## config.mk

```make
export PLATFORM = sky130hd
export DESIGN_NAME = key_event_detect
export DESIGN_NICKNAME = d
export VERILOG_FILES = /design/src/rtl/key_event_detect_pkg.sv /design/src/rtl/key_event_detect_edge_det.sv /design/src/rtl/key_event_detect.sv
export SDC_FILE = /design/constraint.sdc
export NUM_CORES = 1
export LEC_CHECK = 0
export CAP_MARGIN = 20
export CELL_PAD_IN_SITES_DETAIL_PLACEMENT = 0
export CELL_PAD_IN_SITES_GLOBAL_PLACEMENT = 1
export CORE_UTILIZATION = 44
export CTS_CLUSTER_DIAMETER = 120
export DETAILED_ROUTE_END_ITERATION = 16
export PLACE_DENSITY_LB_ADDON = 0.1
export SLEW_MARGIN = 15
export SYNTH_ARGS = -nofsm -noshare
export SYNTH_HDL_FRONTEND = slang
export SYNTH_SLANG_ARGS = --single-unit
```

## constraint.sdc

```tcl
create_clock -name sys_clk -period 3.39 [get_ports sys_clk]
set_input_delay 0.678 -clock sys_clk [delete_from_list [all_inputs] [get_ports sys_clk]]
set_output_delay 0.678 -clock sys_clk [all_outputs]
set_load 0.03 [all_outputs]
```

## src/rtl/key_event_detect_pkg.sv

```systemverilog
// Shared state encoding, default 50 MHz timing constants and sizing helper for the key event classifier.
package key_event_detect_pkg;

    typedef enum logic [2:0] {
        IDLE   = 3'd0,
        PRESS1 = 3'd1,
        WAIT2  = 3'd2,
        PRESS2 = 3'd3,
        LONG   = 3'd4
    } key_state_t;

    localparam int unsigned LONG_CNT_DEF   = 32'd50_000_000;
    localparam int unsigned DBL_CNT_DEF    = 32'd15_000_000;
    localparam int unsigned REPEAT_CNT_DEF = 32'd10_000_000;

    function automatic int unsigned max3(input int unsigned a, input int unsigned b,
                                         input int unsigned c);
        int unsigned m;
        m = (a > b) ? a : b;
        return (m > c) ? m : c;
    endfunction

endpackage

```

## src/rtl/key_event_detect_edge_det.sv

```systemverilog
// Registers a debounced key level and flags its falling and rising edges; reusable per key.
module key_event_detect_edge_det (
    input  logic sys_clk,
    input  logic sys_rst_n,
    input  logic key_level,
    output logic fall,
    output logic rise
);

    logic key_d1;
    logic armed;

    // NOTE: sequential state uses non-blocking assignments so every flop samples pre-edge values.
    always_ff @(posedge sys_clk or negedge sys_rst_n) begin
        if (!sys_rst_n) begin
            key_d1 <= 1'b1;
            armed  <= 1'b0;
        end else begin
            key_d1 <= key_level;
            armed  <= 1'b1;
        end
    end

    // Edges are masked until key_d1 holds a real sample, so a key held low through reset is not a press.
    assign fall = armed &  key_d1 & ~key_level;
    assign rise = armed & ~key_d1 &  key_level;

endmodule

```

## src/rtl/key_event_detect.sv

```systemverilog
// Classifies a debounced active-low key into short/double/long (and optional repeat) pulses.
// Optional auto-repeat while held after a long press: define KEY_REPEAT_EN.
module key_event_detect
    import key_event_detect_pkg::*;
#(
    parameter int unsigned LONG_CNT   = LONG_CNT_DEF,
    parameter int unsigned DBL_CNT    = DBL_CNT_DEF,
    parameter int unsigned REPEAT_CNT = REPEAT_CNT_DEF
) (
    input  logic sys_clk,
    input  logic sys_rst_n,
    input  logic key_level,
    output logic short_press,
    output logic double_press,
    output logic long_press,
    output logic key_repeat,
    output logic key_busy
);

    localparam int unsigned      CNT_MAXV  = max3(LONG_CNT, DBL_CNT, REPEAT_CNT);
    localparam int unsigned      CNT_W     = $clog2(CNT_MAXV + 1);
    localparam logic [CNT_W-1:0] CNT_SAT   = CNT_W'(CNT_MAXV);
    localparam logic [CNT_W-1:0] LONG_LAST = CNT_W'(LONG_CNT - 1);
    localparam logic [CNT_W-1:0] DBL_LAST  = CNT_W'(DBL_CNT - 1);
`ifdef KEY_REPEAT_EN
    localparam logic [CNT_W-1:0] REP_LAST  = CNT_W'(REPEAT_CNT - 1);
`endif

    key_state_t       state;
    logic [CNT_W-1:0] cnt;
    logic             fall;
    logic             rise;

    key_event_detect_edge_det u_edge (
        .sys_clk   (sys_clk),
        .sys_rst_n (sys_rst_n),
        .key_level (key_level),
        .fall      (fall),
        .rise      (rise)
    );

`ifdef KEY_REPEAT_EN
    logic repeat_q;
    assign key_repeat = repeat_q;
`else
    assign key_repeat = 1'b0;
`endif

    always_ff @(posedge sys_clk or negedge sys_rst_n) begin
        if (!sys_rst_n) begin
            state        <= IDLE;
            cnt          <= '0;
            short_press  <= 1'b0;
            double_press <= 1'b0;
            long_press   <= 1'b0;
            key_busy     <= 1'b0;
`ifdef KEY_REPEAT_EN
            repeat_q     <= 1'b0;
`endif
        end else begin
            short_press  <= 1'b0;
            double_press <= 1'b0;
            long_press   <= 1'b0;
`ifdef KEY_REPEAT_EN
            repeat_q     <= 1'b0;
`endif
            cnt <= (cnt == CNT_SAT) ? cnt : cnt + 1'b1;
            case (state)
                IDLE: begin
                    if (fall) begin
                        state    <= PRESS1;
                        cnt      <= '0;
                        key_busy <= 1'b1;
                    end
                end
                // Edge tests precede the terminal-count tests so an edge on the terminal cycle wins.
                PRESS1: begin
                    if (rise) begin
                        state <= WAIT2;
                        cnt   <= '0;
                    end else if (cnt == LONG_LAST) begin
                        state      <= LONG;
                        cnt        <= '0;
                        long_press <= 1'b1;
                    end
                end
                WAIT2: begin
                    if (fall) begin
                        state <= PRESS2;
                        cnt   <= '0;
                    end else if (cnt == DBL_LAST) begin
                        state       <= IDLE;
                        cnt         <= '0;
                        key_busy    <= 1'b0;
                        short_press <= 1'b1;
                    end
                end
                PRESS2: begin
                    if (rise) begin
                        state        <= IDLE;
                        cnt          <= '0;
                        key_busy     <= 1'b0;
                        double_press <= 1'b1;
                    end
                end
                LONG: begin
                    if (rise) begin
                        state    <= IDLE;
                        cnt      <= '0;
                        key_busy <= 1'b0;
`ifdef KEY_REPEAT_EN
                    end else if (cnt == REP_LAST) begin
                        cnt      <= '0;
                        repeat_q <= 1'b1;
`endif
                    end
                end
                default: begin
                    state    <= IDLE;
                    cnt      <= '0;
                    key_busy <= 1'b0;
                end
            endcase
        end
    end

endmodule
```

==> impl_summary.log <==
[metrics] Crit path required time: between 3 and 4 ns
[metrics] Cell Chain, Critical Path: or4bb_1 -> or2_1 -> or4_4 -> a211oi_4 -> buf_4 -> nor2_1
[metrics] P_leak: 0.8506 nW
[metrics] Post-Route Skew: between 0.007 and 0.008 ns
[metrics] number of failing setup endpoints in the final timing report: 0
[metrics] maximum level of the CTS H-tree: 2
[metrics] fraction of synthesized cell area in xor and xnor cells: 10.85%
[metrics] type of element launching the critical path: register
[metrics] Hold/Removal Path Class: reg -> reg
[metrics] area fraction in compound gates after synthesis: 5.491%
[metrics] Util after Layout: between 50% and 60%
[metrics] worst setup path category: reg -> reg
[metrics] number of flops mapped to enable cells by yosys: 0
[metrics] Period Utilization, post-route: between 70% and 80%
[metrics] part of the total power dissipated in combinational logic: 23.8%
[metrics] number of placement rows: 23
[metrics] number of vias per cell after detailed routing: between 5 and 6
[metrics] syn_area_per_cell: approximately 9.5 um^2
[metrics] Slowest cell on crit path: or4_4
[metrics] Placement Cell Area: slightly above 2000 um^2
[metrics] number of detailed-routing iterations run before antenna repair: 4
[metrics] CTS tree: built
[metrics] Core Footprint: approximately 4100 um^2
[metrics] worst flop-to-flop path endpoint: cnt[0]
[metrics] cell class contributing the biggest share of worst-path delay: simple AND/OR/NAND/NOR gates
[metrics] Synth async-reset ratio: 100.0%
[metrics] startpoint of the most critical setup path: cnt[8]
[metrics] Finished Cell Area: about 2100 um^2
[metrics] DP HPWL: ~2.7 mm
[metrics] highest achievable clock rate: roughly 390 MHz
[metrics] number of setup buffers added after CTS: 0
[metrics] Final Critical Period: ~2.6 ns
[metrics] cell type contributing the most total cell area after synthesis: dfrtp_1
[metrics] Setup Total Neg Slack: 0 ns
[metrics] DRC Markers: 0
[metrics] number of stages on the worst setup path: 6
[metrics] Worst path max stage delay: approximately 0.57 ns
[metrics] Max clock buf depth: 2
[metrics] Antenna Violating Nets Remaining: 0
[metrics] die area: approximately 4700 um^2
[metrics] number of synthesized register bits: 35
[metrics] startpoint of the worst register-to-register path: cnt[8]
[metrics] Final Wtd Congestion: 0.8497
[metrics] largest cells by area after synthesis: dfrtp_1 (44%), nor2_1 (7.2%), xnor2_1 (6.3%)
[metrics] depth of the most critical reg-to-reg path: 6
[metrics] chip height: around 68 um
[metrics] max-slew violations: 0
[metrics] number of top-level design ports: 8
[metrics] proportion of total power due to net switching: 32.31%
[metrics] number of DRC markers in iteration 0: approximately 110
[metrics] Syn Nets: 209
[metrics] area grow syn2layout: 9.948%
[metrics] top_reg_cell synth: dfrtp_1
[metrics] multiplexer fraction of the synthesized cell area: roughly 1.7%
[metrics] Congestion Overflow GR: 0
[metrics] relative max-transition margin: 49.18%
[metrics] net switching power figure: ~0.36 mW
[metrics] adder and majority gate portion of the synthesized area: approximately 1.3%
[metrics] number of buffers added on ports: 6
[metrics] setup slack on the worst flop-to-flop path: roughly 0.8 ns
[metrics] fraction of the yosys area taken by sequential cells: 45.28%
[metrics] Unique masters post-synth: 47
[metrics] TritonCTS buffer count: 5
[metrics] n_diodes: 0
[metrics] top post-synthesis cells by count: nor2_1 (37), dfrtp_1 (34), nand3_1 (15)
[metrics] area of the mapped netlist: just under 2000 um^2
[metrics] via count: between 1,000 and 1,500
[metrics] all-layer global routing usage: between 20% and 30%
[metrics] Worst Min Path Start: key_busy
[metrics] run status: finished, final reports clean
[metrics] number of instances on the worst hold path: 2
[metrics] number of hold-repair buffers added at the cts stage: 0
[metrics] Routed WL: a little under 4 mm
[metrics] sequential power share: about 46%
[metrics] Root Buffer Master: clkbuf_8
[metrics] NumNets Final: about 220
[metrics] post-synthesis share of cell area spent on and, or, nand and nor gates: 31.72%
[metrics] maximum number of pins on one net before global-route repair: 36
[metrics] largest family of logic cells by synthesized area: simple AND/OR/NAND/NOR gates
[metrics] Least-Margin Pin Slew: 0.7553 ns
[metrics] area share of the largest cell type after synthesis: around 44%
[metrics] via count of the first global-routing pass: ~1,400
[metrics] Post-Syn Instances: 204
[metrics] Warnings, synthesis: 0
[metrics] endpoint class of the critical path: register
[metrics] total of cells resized after clock tree synthesis: 0
[metrics] CP Buf/Inv Count: 1
[metrics] Final Hold Vio Count: 0
[metrics] smallest hold slack: roughly 0.56 ns
[metrics] Power per Cell Area: between 500 and 600 nW/um^2
[metrics] Worst-Skew Late Latency: around 0.28 ns
[metrics] antenna violations before repair: 0
[metrics] CP Data Arrival Time: 2.75 ns
[metrics] clock transition at the registers of the reported paths: approximately 0.07 ns
[metrics] layout cells sized above 1: between 10% and 20%
[metrics] average wire per cell in the routed design: ~15 um
[metrics] max-cap violations: 0
[metrics] highest net fanout along the worst path: 26
[metrics] Clock Sinks: 35
[metrics] effective utilization at floorplan: between 40 and 50%
[metrics] cell with the most instances after synthesis: nor2_1
[metrics] # fillers: roughly 380
[metrics] RSZ-0062 raised after global routing: no
[metrics] internal power consumption: 0.7473 mW
[metrics] part of the power in the clock network: 30.1%
[metrics] maximum VDD drop: slightly below 0.4 mV
[metrics] Die W: between 60 and 70 um
[metrics] critical path endpoint: cnt[0]
[metrics] wire length of the first global-routing pass: 6.858 mm
-- worst min-delay path, cell delays in order (launching register included) --
cell      delay, ns
dfrtp_1        0.37
nand2_1        0.06
o211ai_1       0.09
-- power groups by stage --
stage               sequential (mW)  combinational, mW  clock (mW)
floorplan                     0.502              0.227           0
global route                  0.521              0.298       0.365
global placement              0.515              0.258           0
detailed placement            0.516              0.266           0
CTS                           0.509              0.268       0.345
finish                        0.509              0.263       0.332
-- how the worst min path moves through the flow --
stage	endpoint	slack, ns
floorplan	cnt[0]	0.38
detailed placement	key_busy	0.56
CTS	key_busy	0.57
global route	cnt[22]	0.63
finish	key_busy	0.56
global placement	key_busy	0.52
-- metrics by stage --
step	total power, mW	instances	setup slack [ns]
4_1_cts	1.121	263	0.7878
2_1_floorplan	0.7285	204	0.9493
3_5_place_dp	0.7820	255	0.6808
6_report	1.104	263	0.7944
3_3_place_gp	0.7729	255	0.7603
5_1_grt	1.184	263	0.6440
-- layout by cell type, fill, tap and decap left out, types with 4 or more instances in the layout --
cell type        instances
clkbuf_8                 7
inv_1                    5
nand4_1                  5
xor2_1                  10
a21oi_1                  4
nand3_1                 15
clkdlybuf4s50_1          6
xnor2_1                 14
nor2_1                  37
dfrtp_1                 34
nand2_1                 11
nor4_1                   7
-- flip-flops by register name, summed over array words and instances (netlist names) --
| name | count |
|---|---|
| cnt | 26 |
| u_edge.key_d1 | 1 |
| state | 3 |
| key_busy | 1 |
| short_press | 1 |
| double_press | 1 |
| u_edge.armed | 1 |
| long_press | 1 |
-- kinds of logic (layout without fill, tap and decap cells) --
logic type,after synthesis,after routing
simple gates,113,113
flops,35,35
fa+ha+maj,2,2
xor+xnor,24,24
other cells,2,2
mux,3,3
compound gates,13,13
buf+inv,12,21
-- final cells by class --
class / instances / area, um^2 / area share [%]
inverter: 5 / 18.77 / 0.8813
clock buffer: 8 / 100.1 / 4.700
tap: 50 / 62.56 / 2.938
sequential: 35 / 877.1 / 41.19
timing repair buffer: 8 / 75.07 / 3.525
multi-input combinational: 157 / 996.0 / 46.77
-- per-layer routing --
layer  routed length (um)  vias to the layer above  global-route usage [%]
met5                    0                        -                       0
met4                   35                        0                   6.510
met3                   93                        4                   5.167
met2                 1786                       23                   29.78
met1                 1969                      674                   28.17
li1                     -                      715                       -
Power figures use the tool's default switching activity.
